### src/rtl/arm_pkg.sv
// Shared definitions for the ARM-subset pipeline: execute command codes and NZCV bit positions.
package arm_pkg;

  localparam logic [3:0] EXE_MOV = 4'b0001;
  localparam logic [3:0] EXE_ADD = 4'b0010;
  localparam logic [3:0] EXE_ADC = 4'b0011;
  localparam logic [3:0] EXE_SUB = 4'b0100;
  localparam logic [3:0] EXE_SBC = 4'b0101;
  localparam logic [3:0] EXE_AND = 4'b0110;
  localparam logic [3:0] EXE_ORR = 4'b0111;
  localparam logic [3:0] EXE_EOR = 4'b1000;
  localparam logic [3:0] EXE_MVN = 4'b1001;

  localparam int unsigned FLAG_N = 3;
  localparam int unsigned FLAG_Z = 2;
  localparam int unsigned FLAG_C = 1;
  localparam int unsigned FLAG_V = 0;

  // Per-flag write masks: arithmetic ops write all four, logical/move ops only N and Z.
  localparam logic [3:0] WE_ARITH = 4'b1111;
  localparam logic [3:0] WE_LOGIC = 4'b1100;
  localparam logic [3:0] WE_NONE  = 4'b0000;

endpackage

### src/rtl/alu.sv
// Combinational ALU: result, candidate NZCV and a per-flag write mask for the execute command.
module alu
  import arm_pkg::*;
#(
  parameter int unsigned WIDTH = 32
) (
  input  logic [WIDTH-1:0] val1,
  input  logic [WIDTH-1:0] val2,
  input  logic [3:0]       exe_cmd,
  input  logic             c_in,
  output logic [WIDTH-1:0] result,
  output logic [3:0]       nzcv_next,
  output logic [3:0]       flag_we
);

  logic [WIDTH-1:0] w_b;
  logic             w_cin;
  logic [WIDTH:0]   w_sum;
  logic             w_v;

  // Subtraction is a + ~b + cin, so the carry out is directly the ARM "no borrow" C.
  always_comb begin
    w_b   = val2;
    w_cin = 1'b0;
    case (exe_cmd)
      EXE_ADC: w_cin = c_in;
      EXE_SUB: begin
        w_b   = ~val2;
        w_cin = 1'b1;
      end
      EXE_SBC: begin
        w_b   = ~val2;
        w_cin = c_in;
      end
      default: ;
    endcase
  end

  assign w_sum = {1'b0, val1} + {1'b0, w_b} + {{WIDTH{1'b0}}, w_cin};

  // With b already inverted for subtraction, one overflow rule covers both families.
  assign w_v = (val1[WIDTH-1] == w_b[WIDTH-1]) && (w_sum[WIDTH-1] != val1[WIDTH-1]);

  always_comb begin
    result  = '0;
    flag_we = WE_NONE;
    case (exe_cmd)
      EXE_MOV: begin
        result  = val2;
        flag_we = WE_LOGIC;
      end
      EXE_MVN: begin
        result  = ~val2;
        flag_we = WE_LOGIC;
      end
      EXE_ADD, EXE_ADC, EXE_SUB, EXE_SBC: begin
        result  = w_sum[WIDTH-1:0];
        flag_we = WE_ARITH;
      end
      EXE_AND: begin
        result  = val1 & val2;
        flag_we = WE_LOGIC;
      end
      EXE_ORR: begin
        result  = val1 | val2;
        flag_we = WE_LOGIC;
      end
      EXE_EOR: begin
        result  = val1 ^ val2;
        flag_we = WE_LOGIC;
      end
      default: ;
    endcase
  end

  always_comb begin
    nzcv_next         = '0;
    nzcv_next[FLAG_N] = result[WIDTH-1];
    nzcv_next[FLAG_Z] = (result == '0);
    nzcv_next[FLAG_C] = w_sum[WIDTH];
    nzcv_next[FLAG_V] = w_v;
  end

endmodule

### src/rtl/exe_stage.sv
// Execute stage: ALU, NZCV status register and the EX/MEM pipeline register with freeze/flush.
module exe_stage
  import arm_pkg::*;
#(
  parameter int unsigned WIDTH = 32
) (
  input  logic             clk,
  input  logic             rst,
  input  logic             freeze,
  input  logic             flush,
  input  logic             in_valid,
  input  logic [3:0]       exe_cmd,
  input  logic             s_bit,
  input  logic [WIDTH-1:0] val1,
  input  logic [WIDTH-1:0] val2,
  input  logic             mem_r_en,
  input  logic             mem_w_en,
  input  logic             wb_en,
  input  logic [3:0]       dest,
  input  logic [WIDTH-1:0] st_val,
  output logic             out_valid,
  output logic [WIDTH-1:0] alu_result,
  output logic             out_mem_r_en,
  output logic             out_mem_w_en,
  output logic             out_wb_en,
  output logic [3:0]       out_dest,
  output logic [WIDTH-1:0] out_st_val,
  output logic [3:0]       status
);

  logic [WIDTH-1:0] w_result;
  logic [3:0]       w_nzcv;
  logic [3:0]       w_flag_we;
  logic [3:0]       w_mask;

  logic             r_valid;
  logic [WIDTH-1:0] r_result;
  logic             r_mem_r_en;
  logic             r_mem_w_en;
  logic             r_wb_en;
  logic [3:0]       r_dest;
  logic [WIDTH-1:0] r_st_val;
  logic [3:0]       r_status;

  alu #(
    .WIDTH(WIDTH)
  ) u_alu (
    .val1     (val1),
    .val2     (val2),
    .exe_cmd  (exe_cmd),
    .c_in     (r_status[FLAG_C]),
    .result   (w_result),
    .nzcv_next(w_nzcv),
    .flag_we  (w_flag_we)
  );

  assign w_mask = s_bit ? w_flag_we : WE_NONE;

  // Priority: reset, then flush, then freeze; an empty ID/EX slot loads a bubble.
  always_ff @(posedge clk) begin
    if (rst || flush || (!freeze && !in_valid)) begin
      r_valid    <= 1'b0;
      r_result   <= '0;
      r_mem_r_en <= 1'b0;
      r_mem_w_en <= 1'b0;
      r_wb_en    <= 1'b0;
      r_dest     <= '0;
      r_st_val   <= '0;
      if (rst) r_status <= '0;
    end else if (!freeze) begin
      r_valid    <= 1'b1;
      r_result   <= w_result;
      r_mem_r_en <= mem_r_en;
      r_mem_w_en <= mem_w_en;
      r_wb_en    <= wb_en;
      r_dest     <= dest;
      r_st_val   <= st_val;
      r_status   <= (r_status & ~w_mask) | (w_nzcv & w_mask);
    end
  end

  assign out_valid    = r_valid;
  assign alu_result   = r_result;
  assign out_mem_r_en = r_mem_r_en;
  assign out_mem_w_en = r_mem_w_en;
  assign out_wb_en    = r_wb_en;
  assign out_dest     = r_dest;
  assign out_st_val   = r_st_val;
  assign status       = r_status;

endmodule
### config.mk
export PLATFORM = sky130hd
export DESIGN_NAME = exe_stage
export DESIGN_NICKNAME = d
export VERILOG_FILES = /design/src/rtl/arm_pkg.sv /design/src/rtl/alu.sv /design/src/rtl/exe_stage.sv
export SDC_FILE = /design/constraint.sdc
export NUM_CORES = 1
export LEC_CHECK = 0
export ABC_AREA = 1
export CORE_MARGIN = 3
export CORE_UTILIZATION = 50
export DETAILED_ROUTE_END_ITERATION = 7
export PLACE_DENSITY = 0.84
export SLEW_MARGIN = 10
export SYNTH_ARGS = -nofsm -noshare
export SYNTH_HDL_FRONTEND = slang
export SYNTH_SLANG_ARGS = --single-unit
### constraint.sdc
create_clock -name clk -period 4.6 [get_ports clk]
set_input_delay 0.92 -clock clk [delete_from_list [all_inputs] [get_ports clk]]
set_output_delay 0.92 -clock clk [all_outputs]
set_load 0.05 [all_outputs]
==> results.py, run 1 <==
metrics = {
    "power": {
        "p_clk_frac": 0.281,
        "p_sw_w": 0.0008623,
        "cellPowerDensity_mw_per_mm2": 224.4,
        "peakVddDrop_mv": 0.2441,
        "swShare": 0.3773,
        "seqPwrFrac": 0.307,
        "p_total_w": 0.002285,
        "comb_power_share": 0.413,
        "p_int_w": 0.001423,
        "p_leak_nw": 5.259,
    },
    "routing": {
        "dr.max_layer_used": "met4",
        "wirelength_microns": 25410,
        "routed_via_density": 5.174,
        "drt-wirelength-per-cell_microns": 14.87,
        "drt_iter0_markers": 629,
        "antenna_left": 0,
        "firstDrtPassIters": 6,
        "routed-wl-met3_microns": 1973,
        "drc": 0,
        "vias": 8843,
        "wl_met1_microns": 10740,
        "wl_met2_microns": 11900,
    },
    "grt": {
        "grt_max_degree": 59,
        "track_usage": 0.2857,
        "grt_overflow": 0,
        "grt_first_pass_wirelength_microns": 41010,
        "grt_pass1_vias": 8315,
        "antenna_found_initial": 0,
    },
    "outcome": {
        "status": "completed",
    },
    "timing": {
        "tns_ns": 0,
        "setup_violations": 0,
        "relSlewSlack": 0.4085,
        "layout_setup_ws_ns": 0.5324,
        "fmax_mhz": 245.8,
        "whs_ns": 0.4581,
        "rsz0062_at_grt": "no",
        "clock_skew_ns": 0.002931,
        "maxSlewViolCount": 0,
        "finalHoldViolCount": 0,
        "timing.final.crit_share": 0.8843,
        "worst_slew_pin_slew_ns": 0.8859,
        "fin_crit_ns": 4.068,
    },
    "synth": {
        "yosysMostFrequentCell": "nand2_1",
        "synth_top_area_cell": "nand2_1",
        "syn_nets": 1536,
        "seq_area_frac_synth": 0.1989,
        "yosys_register_bits": 76,
        "synth_area_leaders": "nand2_1 20%, dfxtp_1 18%, ha_1 15%",
        "yosys-top-cells-count": "408 x nand2_1, 221 x inv_1, 139 x nor2_1",
        "synth.cell_area_sq_mm": 0.007849,
        "synth_ff_type": "dfxtp_1",
        "synth_cells": 1326,
        "synth_top_area_frac": 0.1951,
        "synthArstFlopShare": 0,
        "ys_types": 36,
        "avgSynthCellArea_sq_um": 5.919,
        "synth_warnings": 0,
        "synth_enable_flop_cells": 4,
    },
    "critical_path": {
        "required_ns": 4.78,
        "cp_max_fo": 31,
        "r2r_end": "status[2]",
        "critPathKind": "primary input to register",
        "rr_startpoint": "status[1]",
        "cpMaxStageDelayCell": "clkdlybuf4s50_1",
        "worstSetupEndpointType": "register",
        "cp-start-kind": "primary input",
        "reg2reg_slack_ns": 1.67,
        "path_cells": "clkdlybuf4s50_1, inv_1, nor2_1, nand2_2, buf_12, xor2_1, ha_1, nand2_1, nor2_1, nand3_1, nand3_1, nand2_1, nand3_1, nand2_1, nor2_1, nand2_1, nor2_1, nand2_1, nor2_1, nand3_1, a21oi_1",
        "slowest_delay_ns": 0.54,
        "ff2ff_path_depth": 19,
        "cp.arrival_ns": 4.25,
    },
    "final_layout": {
        "seqCellArea_sq_mm": 0.001562,
        "diodes": 0,
        "fin_area_sq_mm": 0.01019,
        "nets": 1704,
        "fill_cells": 1414,
        "syn_to_final_growth_pct": 29.78,
        "drive_gt1_frac": 0.02737,
        "multi_input_area_sq_mm": 0.005248,
    },
    "die": {
        "start_util": 0.5144,
        "row_count": 45,
        "dieHeight_microns": 131.3,
        "dieArea_sq_mm": 0.01724,
        "dieWidth_microns": 131.3,
        "num_io_pins": 189,
        "coreArea_sq_mm": 0.01526,
    },
    "cts": {
        "clockBufferDepth": 2,
        "cts.clk_slew.worst_paths_ns": 0.06,
        "post_cts_buffers": 0,
        "cts_buffers": 9,
        "clk_latency_ns": 0.33,
        "root_buffer": "clkbuf_16",
        "hold_buffers": 0,
        "clock_sinks": 76,
        "cts_tree": "yes",
        "cts_resized": 0,
        "htree_levels": 3,
    },
    "hold_path": {
        "min_path_cells": 2,
        "min_delay_worst_endpoint": "out_st_val[11]",
        "hp-start": "out_st_val[11]",
        "min_path_type": "register to register",
    },
    "place": {
        "dpl_cell_area_sq_mm": 0.009916,
        "io_buffers": 188,
        "place_ws_ns": 0.2956,
        "gp_congestion": 1.001,
        "dp_hpwl_microns": 20100,
    },
    "flow_run": {
        "drv_cap": 0,
    },
}
## cells by family after synthesis
kind of cell               share of synthesized area
AOI/OAI and AO/OA                             0.1390
xor gates and xnor gates                     0.03794
adders and majority gates                     0.1565
buffers and inverters                         0.1342
DFF                                           0.1989
and+or+nand+nor                               0.3333
## power groups by stage
stage	registers, W	logic, W	clock network [W]
3_5_place_dp	0.000714	0.000929	0
6_report	0.000700	0.000943	0.000641
4_1_cts	0.000700	0.000935	0.000649
3_3_place_gp	0.000713	0.000918	0
5_1_grt	0.000702	0.00106	0.000670
2_1_floorplan	0.000786	0.000527	0
## how the worst max path moves through the flow
stage | end | slack (ns) | start
after floorplan | status[2] | 0.68 | exe_cmd[2]
after global placement | status[2] | 0.28 | exe_cmd[2]
after detailed placement | status[2] | 0.30 | exe_cmd[2]
after CTS | status[2] | 0.63 | exe_cmd[2]
after global routing | status[2] | 0.18 | exe_cmd[2]
final | status[2] | 0.53 | exe_cmd[2]
## sequential cells by signal, summed over array words and instances, names as in the netlist
| name | cells |
|---|---|
| alu_result | 32 |
| out_dest | 4 |
| out_mem_r_en | 1 |
| out_mem_w_en | 1 |
| out_st_val | 32 |
| out_valid | 1 |
| out_wb_en | 1 |
| status | 4 |
## final cells by class
cell class	instances	area share
flip-flops and latches	76	0.1533
inverters	228	0.08402
well taps	211	0.02592
repair buffers	201	0.1951
multi-input cells	978	0.5152
clock inverters	2	0.0009827
clock buffers	13	0.02555
## critical path, delay by kind of cell
kind / cells / cell delay, ns
AND/OR/NAND/NOR: 15 / 1.79
buffers and inverters: 3 / 0.83
adder cells (fa/ha/maj): 1 / 0.39
XOR/XNOR: 1 / 0.17
AO/OA/AOI/OAI: 1 / 0.12
## placed cells by master, fill, tap and decap left out, types with 2 or more instances in the layout
| cell | netlist | layout |
|---|---|---|
| clkdlybuf4s50_1 | 0 | 187 |
| nor3_1 | 12 | 11 |
| nand3_1 | 65 | 65 |
| inv_2 | 7 | 7 |
| fa_1 | 2 | 2 |
| o21ai_0 | 61 | 61 |
| o21ai_1 | 19 | 18 |
| clkbuf_1 | 27 | 2 |
| o22ai_1 | 4 | 4 |
| clkinv_2 | 0 | 2 |
| and2_1 | 3 | 3 |
| nand2_1 | 408 | 407 |
| dfxtp_1 | 72 | 72 |
| clkbuf_16 | 0 | 9 |
| o211ai_1 | 19 | 19 |
| o21bai_1 | 4 | 4 |
| edfxtp_1 | 4 | 4 |
| a21oi_1 | 71 | 71 |
| nand4_1 | 12 | 12 |
| buf_4 | 1 | 12 |
| nand3b_1 | 6 | 6 |
| xor2_1 | 33 | 33 |
| inv_1 | 221 | 221 |
| nor2_1 | 139 | 138 |
| nand2_2 | 2 | 3 |
| a211oi_1 | 15 | 15 |
| ha_1 | 95 | 95 |
| clkbuf_8 | 0 | 2 |
## metal layers
metal	GRT usage	vias to the layer above
met5	0	-
met1	0.3528	3955
met3	0.06968	59
li1	-	4497
met2	0.4882	332
met4	0.09627	0
## through the flow
stage            util  cells
2_1_floorplan       -   1326
3_3_place_gp   0.6499   1694
3_5_place_dp   0.6499   1694
4_1_cts        0.6676   1709
5_1_grt        0.6676   1709
6_report       0.6676   1709
Power figures use the tool's default switching activity.
==> run 2: changes to the inputs <==
--- a/config.mk
+++ b/config.mk
@@ -5,11 +5,10 @@
 export SDC_FILE = /design/constraint.sdc
 export NUM_CORES = 1
 export LEC_CHECK = 0
-export ABC_AREA = 1
 export CORE_MARGIN = 3
-export CORE_UTILIZATION = 50
+export CORE_UTILIZATION = 51
 export DETAILED_ROUTE_END_ITERATION = 7
-export PLACE_DENSITY = 0.84
+export PLACE_DENSITY = 0.86
 export SLEW_MARGIN = 10
 export SYNTH_ARGS = -nofsm -noshare
 export SYNTH_HDL_FRONTEND = slang
==> run 2 against run 1 <==
Net effect:
- the flow now finishes with violations (negative setup slack)
- non-clock buffer count rose by 188
- first-iteration DRC count is 49% higher
- synthesized area down 3.4%
- total power grew 19%
- register-to-register slack got worse by 1.2 ns
==> results.py, run 2 <==
metrics = {
    "synth": {
        "synth_warnings": 0,
        "syn_nets": 1205,
        "synth_compound_area_frac": 0.2375,
        "ys_types": 75,
        "yosys.area_share.simple": 0.1688,
        "yosysMostFrequentCell": "nor2_1",
        "yosys-top-cells-count": "122 x nor2_1, 95 x ha_1, 82 x a21oi_1",
        "synth_top_area_cell": "dfxtp_1",
        "muxShareOfSynthArea": 0.06800,
        "synth_top_area_frac": 0.1901,
        "synth_ff_type": "dfxtp_1",
        "synth.cell_area_sq_mm": 0.007581,
        "synth_area_leaders": "dfxtp_1 19%, ha_1 16%, mux2i_1 6.6%",
        "synthAdderAreaFrac": 0.1621,
        "synth_enable_flop_cells": 4,
        "avgSynthCellArea_sq_um": 7.619,
        "synth_top_family_by_area": "compound AO/OA/AOI/OAI gates",
        "synthXorXnorAreaFrac": 0.08665,
        "seq_area_frac_synth": 0.2060,
        "yosys_register_bits": 76,
        "synthArstFlopShare": 0,
        "synth_cells": 995,
    },
    "hold_path": {
        "min_path_cells": 2,
        "min_path_type": "register to register",
    },
    "die": {
        "start_util": 0.5337,
        "coreArea_sq_mm": 0.01420,
        "dieArea_sq_mm": 0.01636,
        "row_count": 43,
        "dieHeight_microns": 127.9,
        "num_io_pins": 189,
        "dieWidth_microns": 127.9,
    },
    "final_layout": {
        "fin_cells": 1516,
        "drive_gt1_frac": 0.1954,
        "syn_to_final_growth_pct": 51.06,
        "diodes": 0,
        "nets": 1541,
        "seqCellArea_sq_mm": 0.001562,
        "fin_area_sq_mm": 0.01145,
        "fill_cells": 868,
        "final_cell_mix": "194 x buf_4, 183 x clkdlybuf4s50_1, 121 x nor2_1",
        "final_common_cell": "buf_4",
        "multi_input_area_sq_mm": 0.005655,
    },
    "critical_path": {
        "critPathKind": "primary input to register",
        "cp.arrival_ns": 5.02,
        "cp-start-kind": "primary input",
        "cp_max_fo": 3,
        "required_ns": 4.80,
        "worstSetupEndpointType": "register",
        "ff2ff_path_depth": 16,
    },
    "cts": {
        "htree_levels": 3,
        "clk_latency_ns": 0.34,
        "cts_tree": "yes",
        "clock_sinks": 76,
        "cts_buffers": 9,
        "root_buffer": "clkbuf_16",
        "cts.clk_slew.worst_paths_ns": 0.06,
        "clockBufferDepth": 2,
    },
    "timing": {
        "worst_slew_pin_slew_ns": 1.117,
        "layout_setup_ws_ns": -0.2248,
        "relSlewSlack": 0.2548,
        "setup_violations": 1,
        "tns_ns": -0.2248,
        "timing.final.crit_share": 1.049,
        "rsz0062_at_grt": "yes",
        "clock_skew_ns": 0.009808,
        "finalHoldViolCount": 0,
        "maxSlewViolCount": 0,
        "fin_crit_ns": 4.825,
        "whs_ns": 0.4696,
        "fmax_mhz": 207.3,
    },
    "place": {
        "dp_hpwl_microns": 21530,
        "gp_congestion": 0.9798,
        "dpl_cell_area_sq_mm": 0.01090,
        "io_buffers": 188,
        "dp.cells": 1485,
    },
    "grt": {
        "grt_pass1_vias": 9199,
        "grt_max_degree": 72,
        "grt_first_pass_wirelength_microns": 45110,
        "grt_overflow": 0,
        "antenna_found_initial": 0,
        "track_usage": 0.3426,
    },
    "outcome": {
        "violations": "negative setup slack",
        "status": "complete, but fails checks",
    },
    "flow_run": {
        "drv_cap": 0,
    },
    "routing": {
        "firstDrtPassIters": 6,
        "antenna_left": 0,
        "drt-wirelength-per-cell_microns": 19.48,
        "drc": 0,
        "drt_iter0_markers": 937,
        "vias": 9074,
        "routed_via_density": 5.985,
        "wirelength_microns": 29530,
    },
    "power": {
        "peakVddDrop_mv": 0.1930,
        "p_total_w": 0.002716,
        "cellPowerDensity_mw_per_mm2": 237.2,
        "p_leak_nw": 5.156,
    },
}
## run 2: cell types whose count changed in the layout (fill, tap and decap cells not counted), moves of 49 or more
cell	before	now
xnor2_1	1	50
nand2_1	407	74
mux2i_1	0	50
inv_1	221	74
nand3_1	65	14
buf_4	12	194
## run 2: routing by layer
layer  up-vias  part of all wire  GRT usage
met5         -                 0          0
met4         0             0.057     0.1767
met3       154             0.076    0.08167
met2       474              0.49     0.5952
met1      4262              0.38     0.3893
li1       4184                 -          -
## run 2: through the flow
stage | utilization | worst slack, ns
floorplan | - | -0.7127
global placement | 0.7674 | -0.7239
detailed placement | 0.7674 | -0.8541
CTS | 0.8025 | -0.1043
global route | 0.8063 | -0.3259
finish | 0.8063 | -0.2248
## run 2: power breakdown
part / total (W) / switching (W) / internal, W / leakage [nW]
sequential: 0.000698 / 0.0000134 / 0.000685 / 0.626
clock: 0.000686 / 0.000311 / 0.000374 / 0.139
combinational: 0.00133 / 0.000700 / 0.000632 / 4.39
## run 2: logic make-up (layout without fill, tap and decap cells)
logic type / Yosys count / in the layout
AOI/OAI and AO/OA: 273 / 273
xor gates and xnor gates: 75 / 75
adders and majority gates: 97 / 97
buffers and inverters: 139 / 480
DFF: 76 / 76
muxes: 51 / 51
and+or+nand+nor: 284 / 284
## run 2: what timing repair did
action / 4_1_cts / 5_1_grt
pin swaps: 13 / 4
resized for setup: 29 / 9
buffers inserted: 13 / 2
hold buffers: 0 / 0
setup endpoints to repair: 5 / 7
## run 2: worst max-delay path, cell delays in order
cell	delay, ns
clkdlybuf4s15_2	0.20
buf_6	0.13
nor3b_4	0.30
buf_6	0.18
buf_12	0.12
xnor2_2	0.11
ha_1	0.26
a21o_1	0.17
a21o_2	0.21
a2111oi_4	0.34
or3_4	0.19
mux2_4	0.29
a41o_1	0.21
or4b_1	0.50
or4_1	0.41
a2111o_1	0.36
o21ai_2	0.11
## run 2: layout make-up
class / count / share of cell area
clock buffer: 9 / 0.01967
clock inverter: 7 / 0.004916
inverter: 75 / 0.02458
multi-input combinational: 780 / 0.4938
sequential: 76 / 0.1363
tap: 180 / 0.01967
timing repair buffer: 389 / 0.3010
## run 2: worst paths after layout
| path | startpoint | endpoint | slack, ns |
|---|---|---|---|
| max | exe_cmd[1] | status[2] | -0.22 |
| min | alu_result[3] | alu_result[3] | 0.47 |
| max reg2reg | status[1] | status[2] | 0.52 |
| min reg2reg | alu_result[3] | alu_result[3] | 0.47 |
==> run 3: changes to the inputs <==
--- a/config.mk
+++ b/config.mk
@@ -5,8 +5,8 @@
 export SDC_FILE = /design/constraint.sdc
 export NUM_CORES = 1
 export LEC_CHECK = 0
-export CORE_MARGIN = 3
 export CORE_UTILIZATION = 51
+export CTS_CLUSTER_SIZE = 30
 export DETAILED_ROUTE_END_ITERATION = 7
 export PLACE_DENSITY = 0.86
 export SLEW_MARGIN = 10
==> run 3 against run 2 <==
Net effect:
- the flow still finishes with violations (negative setup slack)
- clock skew is 0.0057 ns lower
- maximum frequency is 1.0% lower
- count of clock-buffer cells in the layout stayed put
- highest routed layer unchanged
- first-iteration DRC count is 23% lower
- wire length is 2.1% lower
- critical path type unchanged
- non-clock buffer count is 3 higher
==> results.py, run 3 (synthesis gave the netlist of run 2 again) <==
metrics = {
    "grt": {
        "grt_pass1_vias": 9119,
        "grt_max_degree": 72,
        "grt_first_pass_wirelength_microns": 44070,
        "track_usage": 0.3725,
        "antenna_found_initial": 0,
        "grt_overflow": 0,
    },
    "cts": {
        "root_buffer": "clkbuf_16",
        "clock_sinks": 76,
        "hold_buffers": 0,
        "clk_latency_ns": 0.33,
        "cts_buffers": 9,
        "cts.clk_slew.worst_paths_ns": 0.06,
        "cts_tree": "yes",
        "htree_levels": 3,
        "clockBufferDepth": 2,
    },
    "die": {
        "dieHeight_microns": 123.9,
        "coreArea_sq_mm": 0.01453,
        "row_count": 44,
        "dieWidth_microns": 123.9,
        "dieArea_sq_mm": 0.01536,
        "num_io_pins": 189,
        "start_util": 0.5216,
    },
    "place": {
        "gp_congestion": 0.9642,
        "place_ws_ns": -0.9047,
        "dp_hpwl_microns": 21250,
        "io_buffers": 188,
    },
    "hold_path": {
        "min_path_type": "register to register",
    },
    "routing": {
        "wirelength_microns": 28910,
        "antenna_left": 0,
        "drt-wirelength-per-cell_microns": 18.98,
        "routed_via_density": 5.983,
        "vias": 9112,
        "drt_iter0_markers": 726,
        "drc": 0,
        "firstDrtPassIters": 5,
    },
    "timing": {
        "fin_crit_ns": 4.874,
        "setup_violations": 1,
        "layout_setup_ws_ns": -0.2741,
        "whs_ns": 0.4677,
        "worst_slew_pin_slew_ns": 1.068,
        "clock_skew_ns": 0.004091,
        "finalHoldViolCount": 0,
        "fmax_mhz": 205.2,
        "relSlewSlack": 0.2872,
        "maxSlewViolCount": 0,
        "rsz0062_at_grt": "yes",
        "tns_ns": -0.2741,
        "timing.final.crit_share": 1.060,
    },
    "critical_path": {
        "worstSetupEndpointType": "register",
        "cp.arrival_ns": 5.07,
        "required_ns": 4.80,
        "critPathKind": "primary input to register",
        "cp-start-kind": "primary input",
        "cp_max_fo": 3,
    },
    "power": {
        "peakVddDrop_mv": 0.2424,
        "p_total_w": 0.002704,
        "p_leak_nw": 5.175,
        "cellPowerDensity_mw_per_mm2": 235.4,
    },
    "final_layout": {
        "drive_gt1_frac": 0.1979,
        "nets": 1544,
        "diodes": 0,
        "final_cell_mix": "198 x buf_4, 182 x clkdlybuf4s50_1, 121 x nor2_1",
        "final_common_cell": "buf_4",
        "syn_to_final_growth_pct": 51.51,
        "finish.utilization": 0.7903,
    },
    "outcome": {
        "status": "complete, but fails checks",
        "violations": "negative setup slack",
    },
    "flow_run": {
        "drv_cap": 0,
    },
}
## run 3: layout make-up
cell class / instances / area, sq um
clock inverter: 7 / 50.05
sequential: 76 / 1562
fill: 907 / 3048
tap: 184 / 230.2
timing repair buffer: 392 / 3452
multi-input combinational: 780 / 5685
clock buffer: 9 / 225.2
inverter: 75 / 281.5
## run 3: path summary, 6_finish.rpt
kind | end | slack, ns | cells past startpoint | startpoint
setup / recovery | status[2] | -0.27 | 18 | val2[1]
hold / removal | out_valid | 0.47 | 1 | out_valid
setup reg to reg | status[2] | 0.19 | 18 | status[1]
hold reg to reg | out_valid | 0.47 | 1 | out_valid
## run 3: where the power goes
part	leakage [nW]	total [W]	switching, W	internal, W
clock	0.136	0.000666	0.000298	0.000367
combinational	4.41	0.00134	0.000704	0.000636
sequential	0.626	0.000698	0.0000128	0.000685
## run 3: what timing repair did
action	4_1_cts	5_1_grt
endpoints found under the hold margin	0	0
endpoints found under the setup margin	6	5
resized for setup	29	13
pin swaps	19	15
setup buffers	12	3
## run 3: through the flow
step,cell area (sq um),instances
4_1_cts,11400,1521
3_3_place_gp,10950,1493
3_5_place_dp,10950,1493
5_1_grt,11490,1523
2_1_floorplan,7744,995
6_report,11490,1523
## run 3: critical path: stages
cell             delay, ns
clkdlybuf4s50_1       0.52
inv_1                 0.13
xnor2_2               0.27
inv_1                 0.11
fa_2                  0.38
nand2b_4              0.17
a211oi_4              0.32
buf_6                 0.16
buf_6                 0.09
buf_6                 0.09
o21a_1                0.13
o31ai_2               0.07
a2111o_1              0.35
nor4_4                0.29
nand4_1               0.14
or4_1                 0.52
a2111o_1              0.31
o21ai_2               0.10
## run 3: routing by layer
layer	up-vias	track usage	routed length, microns
li1	4191	-	-
met1	4261	0.4114	10840
met2	500	0.6545	14090
met3	160	0.07601	2079
met4	0	0.2269	1896
met5	-	0	0
